--- src/rtl/led_pwm_pkg.sv ---
// Shared register layout for the LED PWM bank: CTRLn offsets, field positions and widths.
// The packing helper gives one definition of how a CTRL word reads back.
package led_pwm_pkg;

    localparam int cCtrlStride = 4;
    localparam int cDutyLsb    = 0;
    localparam int cDutyWidth  = 8;
    localparam int cBlinkEnBit = 8;
    localparam int cHalfLsb    = 16;
    localparam int cHalfWidth  = 8;

    typedef struct packed {
        logic [cHalfWidth-1:0] halfPeriod;
        logic                  blinkEn;
        logic [cDutyWidth-1:0] duty;
    } tCtrl;

    // Undefined CTRL bits always read back as zero.
    function automatic logic [31:0] packCtrl(input tCtrl c);
        logic [31:0] w;
        w = '0;
        w[cDutyLsb +: cDutyWidth] = c.duty;
        w[cBlinkEnBit]            = c.blinkEn;
        w[cHalfLsb +: cHalfWidth] = c.halfPeriod;
        return w;
    endfunction

endpackage

--- src/rtl/led_pwm_channel.sv ---
// One LED channel: CTRL shadow register, wrap-synchronised active duty, blink phase
// and the combinational lit decision against the shared PWM counter.
module led_pwm_channel
    import led_pwm_pkg::*;
#(
    parameter int pPwmBits = 8
) (
    input  logic                iwClk,
    input  logic                iwRst,
    input  logic                iwWrEn,
    input  logic [3:0]          iwWstrb,
    input  logic [31:0]         iwWriteData,
    input  logic                iwWrapTick,
    input  logic [pPwmBits-1:0] iwPwmCnt,
    output logic [31:0]         owCtrl,
    output logic                owLit
);

    tCtrl                  shadow;
    tCtrl                  shadowNext;
    logic [pPwmBits-1:0]   active;
    logic [cHalfWidth-1:0] blinkCnt;
    logic                  blinkPhase;
    logic [cHalfWidth-1:0] halfEff;
    logic [cHalfWidth:0]   blinkCntInc;
    logic                  blinkReached;
    logic                  blinkClear;
    logic                  unusedBits;

    always_comb begin
        shadowNext = shadow;
        if (iwWrEn) begin
            if (iwWstrb[0]) shadowNext.duty       = iwWriteData[cDutyLsb +: cDutyWidth];
            if (iwWstrb[1]) shadowNext.blinkEn    = iwWriteData[cBlinkEnBit];
            if (iwWstrb[2]) shadowNext.halfPeriod = iwWriteData[cHalfLsb +: cHalfWidth];
        end
    end

    assign blinkClear   = iwWrEn && iwWstrb[1] && !iwWriteData[cBlinkEnBit];
    assign halfEff      = (shadow.halfPeriod == '0) ? cHalfWidth'(1) : shadow.halfPeriod;
    assign blinkCntInc  = {1'b0, blinkCnt} + (cHalfWidth + 1)'(1);
    assign blinkReached = blinkCntInc >= {1'b0, halfEff};

    always_ff @(posedge iwClk) begin
        if (iwRst) begin
            shadow     <= '0;
            active     <= '0;
            blinkCnt   <= '0;
            blinkPhase <= 1'b1;
        end else begin
            shadow <= shadowNext;
            // Loading from shadowNext lets a write on the wrap cycle take effect this period.
            if (iwWrapTick) active <= shadowNext.duty[pPwmBits-1:0];
            if (blinkClear) begin
                blinkPhase <= 1'b1;
                blinkCnt   <= '0;
            end else if (iwWrapTick && shadow.blinkEn) begin
                if (blinkReached) begin
                    blinkPhase <= ~blinkPhase;
                    blinkCnt   <= '0;
                end else begin
                    blinkCnt <= blinkCntInc[cHalfWidth-1:0];
                end
            end
        end
    end

    assign owLit      = (active > iwPwmCnt) && blinkPhase;
    assign owCtrl     = packCtrl(shadow);
    assign unusedBits = ^{iwWstrb[3], iwWriteData[31:24], iwWriteData[15:9]};

endmodule

--- src/rtl/led_pwm_bank.sv ---
// Bank of PWM-dimmed LED channels behind a small CPU register window.
// Prescaler and shared PWM counter live here; per-channel state lives in led_pwm_channel.
module led_pwm_bank
    import led_pwm_pkg::*;
#(
    parameter int          pChannels  = 3,
    parameter int          pPwmBits   = 8,
    parameter logic [31:0] pPrescale  = 32'd256,
    parameter logic [31:0] pBaseAddr  = 32'h0000_1000,
    parameter int          pActiveLow = 1
) (
    input  logic                 iwClk,
    input  logic                 iwRst,
    input  logic [31:0]          iwWriteAddr,
    input  logic [31:0]          iwWriteData,
    input  logic [3:0]           iwWstrb,
    input  logic [31:0]          iwReadAddr,
    output logic [31:0]          owReadData,
    output logic [pChannels-1:0] owLed
);

    localparam logic [pChannels-1:0] cDark = (pActiveLow != 0) ? '1 : '0;

    logic [31:0]          preCnt;
    logic                 tick;
    logic [pPwmBits-1:0]  pwmCnt;
    logic                 wrapTick;
    logic [31:0]          wrOff;
    logic [31:0]          wrWord;
    logic                 wrHit;
    logic [31:0]          rdOff;
    logic [31:0]          rdWord;
    logic                 rdHit;
    logic [31:0]          rdMux;
    logic [31:0]          ctrlWord [pChannels];
    logic [pChannels-1:0] lit;
    logic                 unusedBits;

    assign tick     = (preCnt == pPrescale - 32'd1);
    assign wrapTick = tick && (pwmCnt == '1);

    // Byte address bits [1:0] are ignored; word index selects the channel.
    assign wrOff  = iwWriteAddr - pBaseAddr;
    assign wrWord = {2'b00, wrOff[31:2]};
    assign wrHit  = (iwWriteAddr >= pBaseAddr) && (wrWord < 32'(pChannels)) && (|iwWstrb);
    assign rdOff  = iwReadAddr - pBaseAddr;
    assign rdWord = {2'b00, rdOff[31:2]};
    assign rdHit  = (iwReadAddr >= pBaseAddr) && (rdWord < 32'(pChannels));

    for (genvar gi = 0; gi < pChannels; gi++) begin : gChannel
        led_pwm_channel #(
            .pPwmBits(pPwmBits)
        ) uChannel (
            .iwClk      (iwClk),
            .iwRst      (iwRst),
            .iwWrEn     (wrHit && (wrWord == 32'(gi))),
            .iwWstrb    (iwWstrb),
            .iwWriteData(iwWriteData),
            .iwWrapTick (wrapTick),
            .iwPwmCnt   (pwmCnt),
            .owCtrl     (ctrlWord[gi]),
            .owLit      (lit[gi])
        );
    end

    always_comb begin
        rdMux = '0;
        for (int i = 0; i < pChannels; i++) begin
            if (rdHit && (rdWord == 32'(i))) rdMux = ctrlWord[i];
        end
    end

    always_ff @(posedge iwClk) begin
        if (iwRst) begin
            preCnt     <= '0;
            pwmCnt     <= '0;
            owLed      <= cDark;
            owReadData <= '0;
        end else begin
            preCnt     <= tick ? '0 : preCnt + 32'd1;
            if (tick) pwmCnt <= pwmCnt + pPwmBits'(1);
            owLed      <= (pActiveLow != 0) ? ~lit : lit;
            owReadData <= rdMux;
        end
    end

    assign unusedBits = ^{wrOff[1:0], rdOff[1:0]};

endmodule

--- config.mk ---
export PLATFORM = sky130hd
export DESIGN_NAME = led_pwm_bank
export DESIGN_NICKNAME = d
export VERILOG_FILES = /design/src/rtl/led_pwm_pkg.sv /design/src/rtl/led_pwm_channel.sv /design/src/rtl/led_pwm_bank.sv
export SDC_FILE = /design/constraint.sdc
export NUM_CORES = 1
export LEC_CHECK = 0
export CORE_MARGIN = 3
export CORE_UTILIZATION = 40
export CTS_CLUSTER_DIAMETER = 200
export DETAILED_ROUTE_END_ITERATION = 7
export PLACE_DENSITY = 0.62
export SYNTH_ARGS = -nofsm -noshare
export SYNTH_HDL_FRONTEND = slang
export SYNTH_HIERARCHICAL = 1
export SYNTH_SLANG_ARGS = --single-unit
--- constraint.sdc ---
create_clock -name iwClk -period 3.4 [get_ports iwClk]
set_input_delay 0.51 -clock iwClk [delete_from_list [all_inputs] [get_ports iwClk]]
set_output_delay 0.51 -clock iwClk [all_outputs]
set_load 0.02 [all_outputs]
======== Word-level counts from Yosys, hierarchy flattened ========
Cells that the tools add are included.
word-level totals
  register bits ........................... 177
  bits in latches ......................... 0
  memory bits (writable) .................. 0
  bits in read-only memories .............. 0
  word-level logic and storage cells ...... 108
  memories kept ........................... 0
cells by class
  add/sub/neg operators ................... 7
  multiply operators ...................... 0
  divide/modulo/power cells ............... 0
  $lt $le $gt $ge ......................... 10
  equal/unequal tests ..................... 6
  shift-type cells ........................ 0
  muxes and demuxes ....................... 15
  bitwise gates (word level) .............. 4
  reduce and logical (&&, ||, !) cells .... 43
operator list
  kind                                                                     number
  8-bit two-way mux                                                        12
  24-bit two-way mux                                                       3
  32-bit by 13-bit >= comparator with 1-bit output, second input constant  2
  32-bit logical NOT                                                       2
  32-bit by 13-bit subtractor with 32-bit output, second input constant    2
  30-bit by 1-bit equality test with 1-bit output, second input constant   2
  30-bit by 2-bit equality test with 1-bit output, second input constant   2
  30-bit by 2-bit < comparator with 1-bit output, second input constant    2
  32-bit by 1-bit adder with 32-bit output, second input constant          1
  32-bit by 8-bit equality test with 1-bit output, second input constant   1
  8-bit by 1-bit adder with 9-bit output, second input constant            3
  9-bit by 8-bit >= comparator with 1-bit output                           3
  8-bit > comparator                                                       3
  8-bit logical NOT                                                        3
  1-bit logical AND                                                        22
  2-bit AND reduction                                                      9
  8-bit by 1-bit adder with 8-bit output, second input constant            1
  8-bit equality test, second input constant                               1
  2-bit OR reduction                                                       4
  4-bit OR reduction                                                       1
  1-bit inverter                                                           3
  3-bit inverter                                                           1
  3-bit OR reduction                                                       1
  1-bit logical NOT                                                        1

======== Depth between registers and ports, before layout ========
  depth after elaboration ................. 8
  depth in mapped cells ................... 10

======== Modules after synthesis ========
The synthesis kept the hierarchy.
by module, submodules not included
  module           times used  cells each  area each (um^2)
  led_pwm_channel  3           222         1890.6
  led_pwm_bank     1           464         3821.2

======== Worst setup path before layout ========
Ideal clock, no wire load.
  path type ............................... in2reg
  from .................................... input port iwWriteAddr[15]
  to ...................................... register gChannel[0].uChannel.blinkCnt[1]
  library setup time ...................... 0.117 ns
  data arrival time ....................... 2.549 ns
  required time ........................... 3.283 ns
  setup slack ............................. 0.734 ns
  cell stages on the path ................. 9
  buffers on the path ..................... 0
  cell sequence ........................... nor4b_1 o41ai_1 a2111oi_0 nor3b_1 nand2_1 o21bai_1 nor2_1 and3_4 a22o_1
between the ends
  cells in the longest elaborated chain, start to end .. 8
ends and longest elaborated chain
  what                                            RTL line               text
  start, declared                                 led_pwm_bank.sv:14     input logic [31:0] iwWriteAddr,
  32-bit by 13-bit subtractor with 32-bit output  led_pwm_bank.sv:43     assign wrOff = iwWriteAddr - pBaseAddr;
  30-bit by 2-bit < comparator with 1-bit output  led_pwm_bank.sv:45     assign wrHit = (iwWriteAddr >= pBaseAddr) && (wrWord < 32'(pChannels)) && (|iwWstrb);
  1-bit logical AND (2 in a row)                  led_pwm_bank.sv:45
  1-bit logical AND (*)                           led_pwm_bank.sv:56     .iwWrEn (wrHit && (wrWord == 32'(gi))),
  1-bit logical AND (*) (2 in a row)              led_pwm_channel.sv:39  assign blinkClear = iwWrEn && iwWstrb[1] && !iwWriteData[cBlinkEnBit];
  2-bit OR reduction (no source line) (*)         --
  end signal, assigned                            led_pwm_channel.sv:62  blinkCnt <= blinkCntInc[cHalfWidth-1:0];
  end, declared                                   led_pwm_channel.sv:22  logic [cHalfWidth-1:0] blinkCnt;
Every way passes the cells marked *; elsewhere a longest branch is shown, timed or not.
A chain may end at the register's enable or synchronous reset.

======== Worst setup path in the final report ========
  from .................................... input port iwWriteAddr[12]
  to ...................................... register gChannel[0].uChannel.blinkCnt[1]
Same word-level chain as after synthesis.

==> results.json <==
{
  "outcome": "complete, no violations",
  "cts_root_buffer": "clkbuf_16",
  "dp_hpwl_mm": 17.29,
  "dr_total_vias": 8025,
  "synth-simple-area-share": 0.2295,
  "dominant_combinational_cell_family_by_area_after_synthesis": "simple AND/OR/NAND/NOR gates",
  "critPathMaxFanout": 5,
  "synth_top_flop_cell": "dfxtp_1",
  "drt_first_iter_violations": 497,
  "synth_adder_area_share": 0.06986,
  "area.growth.synth_to_final_pct": 21.18,
  "worstPathRequired_ns": 3.73,
  "max_cap_violations": 0,
  "grt.overflow.total": 0,
  "min_from": "gChannel[2].uChannel/owCtrl[22]",
  "number_of_h_tree_levels": 4,
  "ctsHoldBuffers": 0,
  "ff2ff_setup_slack_ns": 0.53,
  "floorplan.rows": 55,
  "irDropWorstVdd_v": 0.0002834,
  "antenna_violations_before_repair": 1,
  "timing.rr.end": "gChannel[0].uChannel/blinkCnt[1]",
  "first_pass_grt_wire_length_mm": 39.12,
  "drt-wirelength-per-cell_um": 14.74,
  "fmax_mhz": 335.7,
  "worst_setup_path_end_kind": "flip-flop",
  "drcViolationCount": 0,
  "stage_delay_of_the_slowest_cell_on_the_critical_path_ns": 0.56,
  "pin_count": 137,
  "timing.hold.worst.class": "flip-flop to flip-flop",
  "worst_path_max_delay_cell": "clkdlybuf4s50_1",
  "clk_latency_ns": 0.44,
  "number_of_placed_cells_counting_well_taps": 1533,
  "syn_avg_cell_area_sq_um": 8.401,
  "critical_path_arrival_ns": 3.31,
  "seq_area_frac_synth": 0.3733,
  "vias_per_cell": 5.125,
  "tightest_pin_transition_ns": 1.148,
  "maximum_number_of_pins_on_one_net_before_global_route_repair": 44,
  "number_of_unique_standard_cell_types_used_by_synthesis": 57,
  "period_share": 0.8761,
  "nets": 1394,
  "post_cts_buffers": 0,
  "numCtsBuffers": 17,
  "routed_wirelength_mm": 23.09,
  "path_cells": "clkdlybuf4s50_1, nor4b_4, o41ai_1, a2111oi_0, buf_4, nor3b_1, buf_4, nand2_1, o21bai_1, buf_4, nor2_1, and3_4, a22o_1",
  "fraction_of_synthesized_area_in_multiplexers": 0.06933,
  "groute.usage.overall": 0.1840,
  "power-per-cell-area_nw_per_um2": 370.3,
  "coreArea_sq_um": 22980,
  "start_util": 0.4130,
  "netlist.top_cell.by_area": "dfxtp_1",
  "tritoncts_num_sinks": 177,
  "synth.cell_area_sq_um": 9493,
  "final_layout_size_suffix_gt1_frac": 0.07987,
  "critical_path.reg2reg.startpoint": "gChannel[0].uChannel/blinkCnt[0]",
  "ant_nets": 0,
  "setup_repair_after_global_routing_missed_its_margin": "false",
  "yosys-top-cells-count": "dfxtp_1, nor2_1, a21oi_1, nand2_1, mux2i_1",
  "finClkSkew_ns": 0.01069,
  "number_of_enable_flip_flop_cells_after_synthesis": 0,
  "place.gp.congestion": 0.8148,
  "timing_worst_setup_path_type": "input port to flip-flop",
  "worst_reg2reg_path_length_in_cells": 10,
  "slew_violations": 0,
  "slew-limit-headroom": 0.2339,
  "numPortBuffers": 117,
  "tritoncts": "done",
  "min_period_ns": 2.979,
  "design.die.area_sq_um": 25620,
  "timing.final.setup_violations": 0,
  "startpoint_type": "input port",
  "holdPathStages": 2,
  "first_global_vias": 7863,
  "synthTopCellsByArea": "dfxtp_1, ha_1, mux2i_1",
  "yosysTopAreaCellShare": 0.3733,
  "critical_path.n_buffers_inverters": 4,
  "area_post_placement_sq_um": 10910,
  "total_neg_setup_slack_ns": 0,
  "synthesized_area_fraction_occupied_by_ao_oa_aoi_and_oai_cells": 0.1438,
  "synth_most_common_cell": "dfxtp_1",
  "die_height_um": 160.1,
  "timing.critical_path.max_delay_family": "buffers and inverters",
  "ys_ff_latch": 177,
  "syn-instance-count": 1130,
  "most_frequent_cp_cell": "buf_4",
  "finalHoldViolCount": 0,
  "synth-xor-area-share": 0.02952,
  "maximum_buffer_depth_of_the_clock_tree": 2,
  "leakagePower_nw": 4.382,
  "clkTransAtPathRegs_ns": 0.07,
  "final_area_sq_um": 11500,
  "die-width_um": 160.1,
  "timing.hold.worst_endpoint": "gChannel[2].uChannel/owCtrl[22]",
  "synth-async-reset-ratio": 0,
  "drtPass1Iterations": 5,
  "yosys_warnings": 6,
  "layout.cells.non_filler": 1566
}
-- per-layer routing --
metal,GRT usage,vias to the layer above,wire (um)
met5,0,-,0
met4,0.05878,0,370
met3,0.03009,27,813
met2,0.3110,133,11140
met1,0.2403,3734,10770
li1,-,4131,-
-- cells in the final DEF (no fill, tap or decap), types with 12 or more instances in the layout --
cell type        netlist  final
o21ai_0               13     13
ha_1                  53     53
nand4_1               29     29
buf_4                 47     30
conb_1                 3     45
xor2_1                14     14
nand3_1               56     56
nand2_1               72     72
a22o_1                15     15
nor2_1               157    157
clkdlybuf4s50_1        0    115
nor2b_1               17     16
nor4_1                30     30
inv_1                 55     55
a211oi_1              28     28
dfxtp_1              177    177
a21oi_1               92     92
mux2i_1               59     59
clkbuf_16              0     17
xnor2_1               18     18
or4_1                 12     12
-- worst max-delay path by stage --
stage | from | end | slack (ns) | depth (start not counted)
floorplan | iwWriteAddr[15] | gChannel[0].uChannel/blinkCnt[1] | 0.73 | 9
global placement | iwWriteAddr[12] | gChannel[0].uChannel/blinkCnt[1] | -0.44 | 13
detailed placement | iwWriteAddr[12] | gChannel[0].uChannel/blinkCnt[7] | -0.47 | 13
CTS | iwWriteAddr[12] | gChannel[0].uChannel/blinkCnt[1] | 0.21 | 13
global route | iwWriteAddr[12] | gChannel[0].uChannel/blinkPhase | 0.11 | 14
finish | iwWriteAddr[12] | gChannel[0].uChannel/blinkCnt[1] | 0.42 | 13
-- power breakdown --
group | leakage (nW) | total (mW) | internal [mW] | switching, mW
registers | 1.43 | 2.08 | 2.07 | 0.00494
logic | 2.68 | 0.241 | 0.127 | 0.114
clock network | 0.279 | 1.94 | 0.995 | 0.945
total | 4.38 | 4.26 | 3.20 | 1.06
-- metrics by stage --
step / util / power (mW) / hold slack (ns) / setup slack [ns]
after floorplan: - / 2.262 / 0.4479 / 0.7342
after global placement: 0.4746 / 2.363 / 0.4615 / -0.4382
after detailed placement: 0.4746 / 2.365 / 0.4611 / -0.4659
after CTS: 0.5000 / 4.307 / 0.4712 / 0.2127
after global routing: 0.5005 / 4.417 / 0.4951 / 0.1137
final: 0.5005 / 4.260 / 0.4693 / 0.4212
-- cells by family (layout without fill, tap and decap cells) --
| group | after synthesis | after routing |
|---|---|---|
| multiplexers | 65 | 65 |
| adder cells (fa/ha/maj) | 53 | 53 |
| flip-flops | 177 | 177 |
| XOR/XNOR | 32 | 32 |
| buffers and inverters | 157 | 237 |
| AND/OR/NAND/NOR | 435 | 435 |
| other | 3 | 46 |
| AO/OA/AOI/OAI | 208 | 208 |
-- worst register-to-register path, delay by kind of cell, from the launching register on --
family | cells | cell delay (ns)
fa+ha+maj | 2 | 0.58
simple gates | 4 | 0.88
flops | 1 | 0.44
xor+xnor | 1 | 0.23
compound gates | 3 | 0.68
-- repair_timing --
action                     in CTS  in global routing
setup endpoints to repair       6                  6
gates resized for setup         1                  1
pin swaps                       0                  0
-- area by class of cell --
cell class	count	area, sq um
clock inverters	14	137.6
inverters	55	206.4
flip-flops and latches	177	3543
well taps	313	391.6
repair buffers	150	1446
multi-input cells	838	5336
clock buffers	18	439.2
fillers	2234	11480
diodes	1	2.502
-- sequential cells by signal, indices dropped and copies added (netlist names) --
name	count
gChannel.uChannel/active	24
gChannel.uChannel/blinkCnt	24
gChannel.uChannel/blinkPhase	3
gChannel.uChannel/owCtrl	51
owLed	3
owReadData	32
preCnt	32
pwmCnt	8
(Power assumes the default switching activity.)
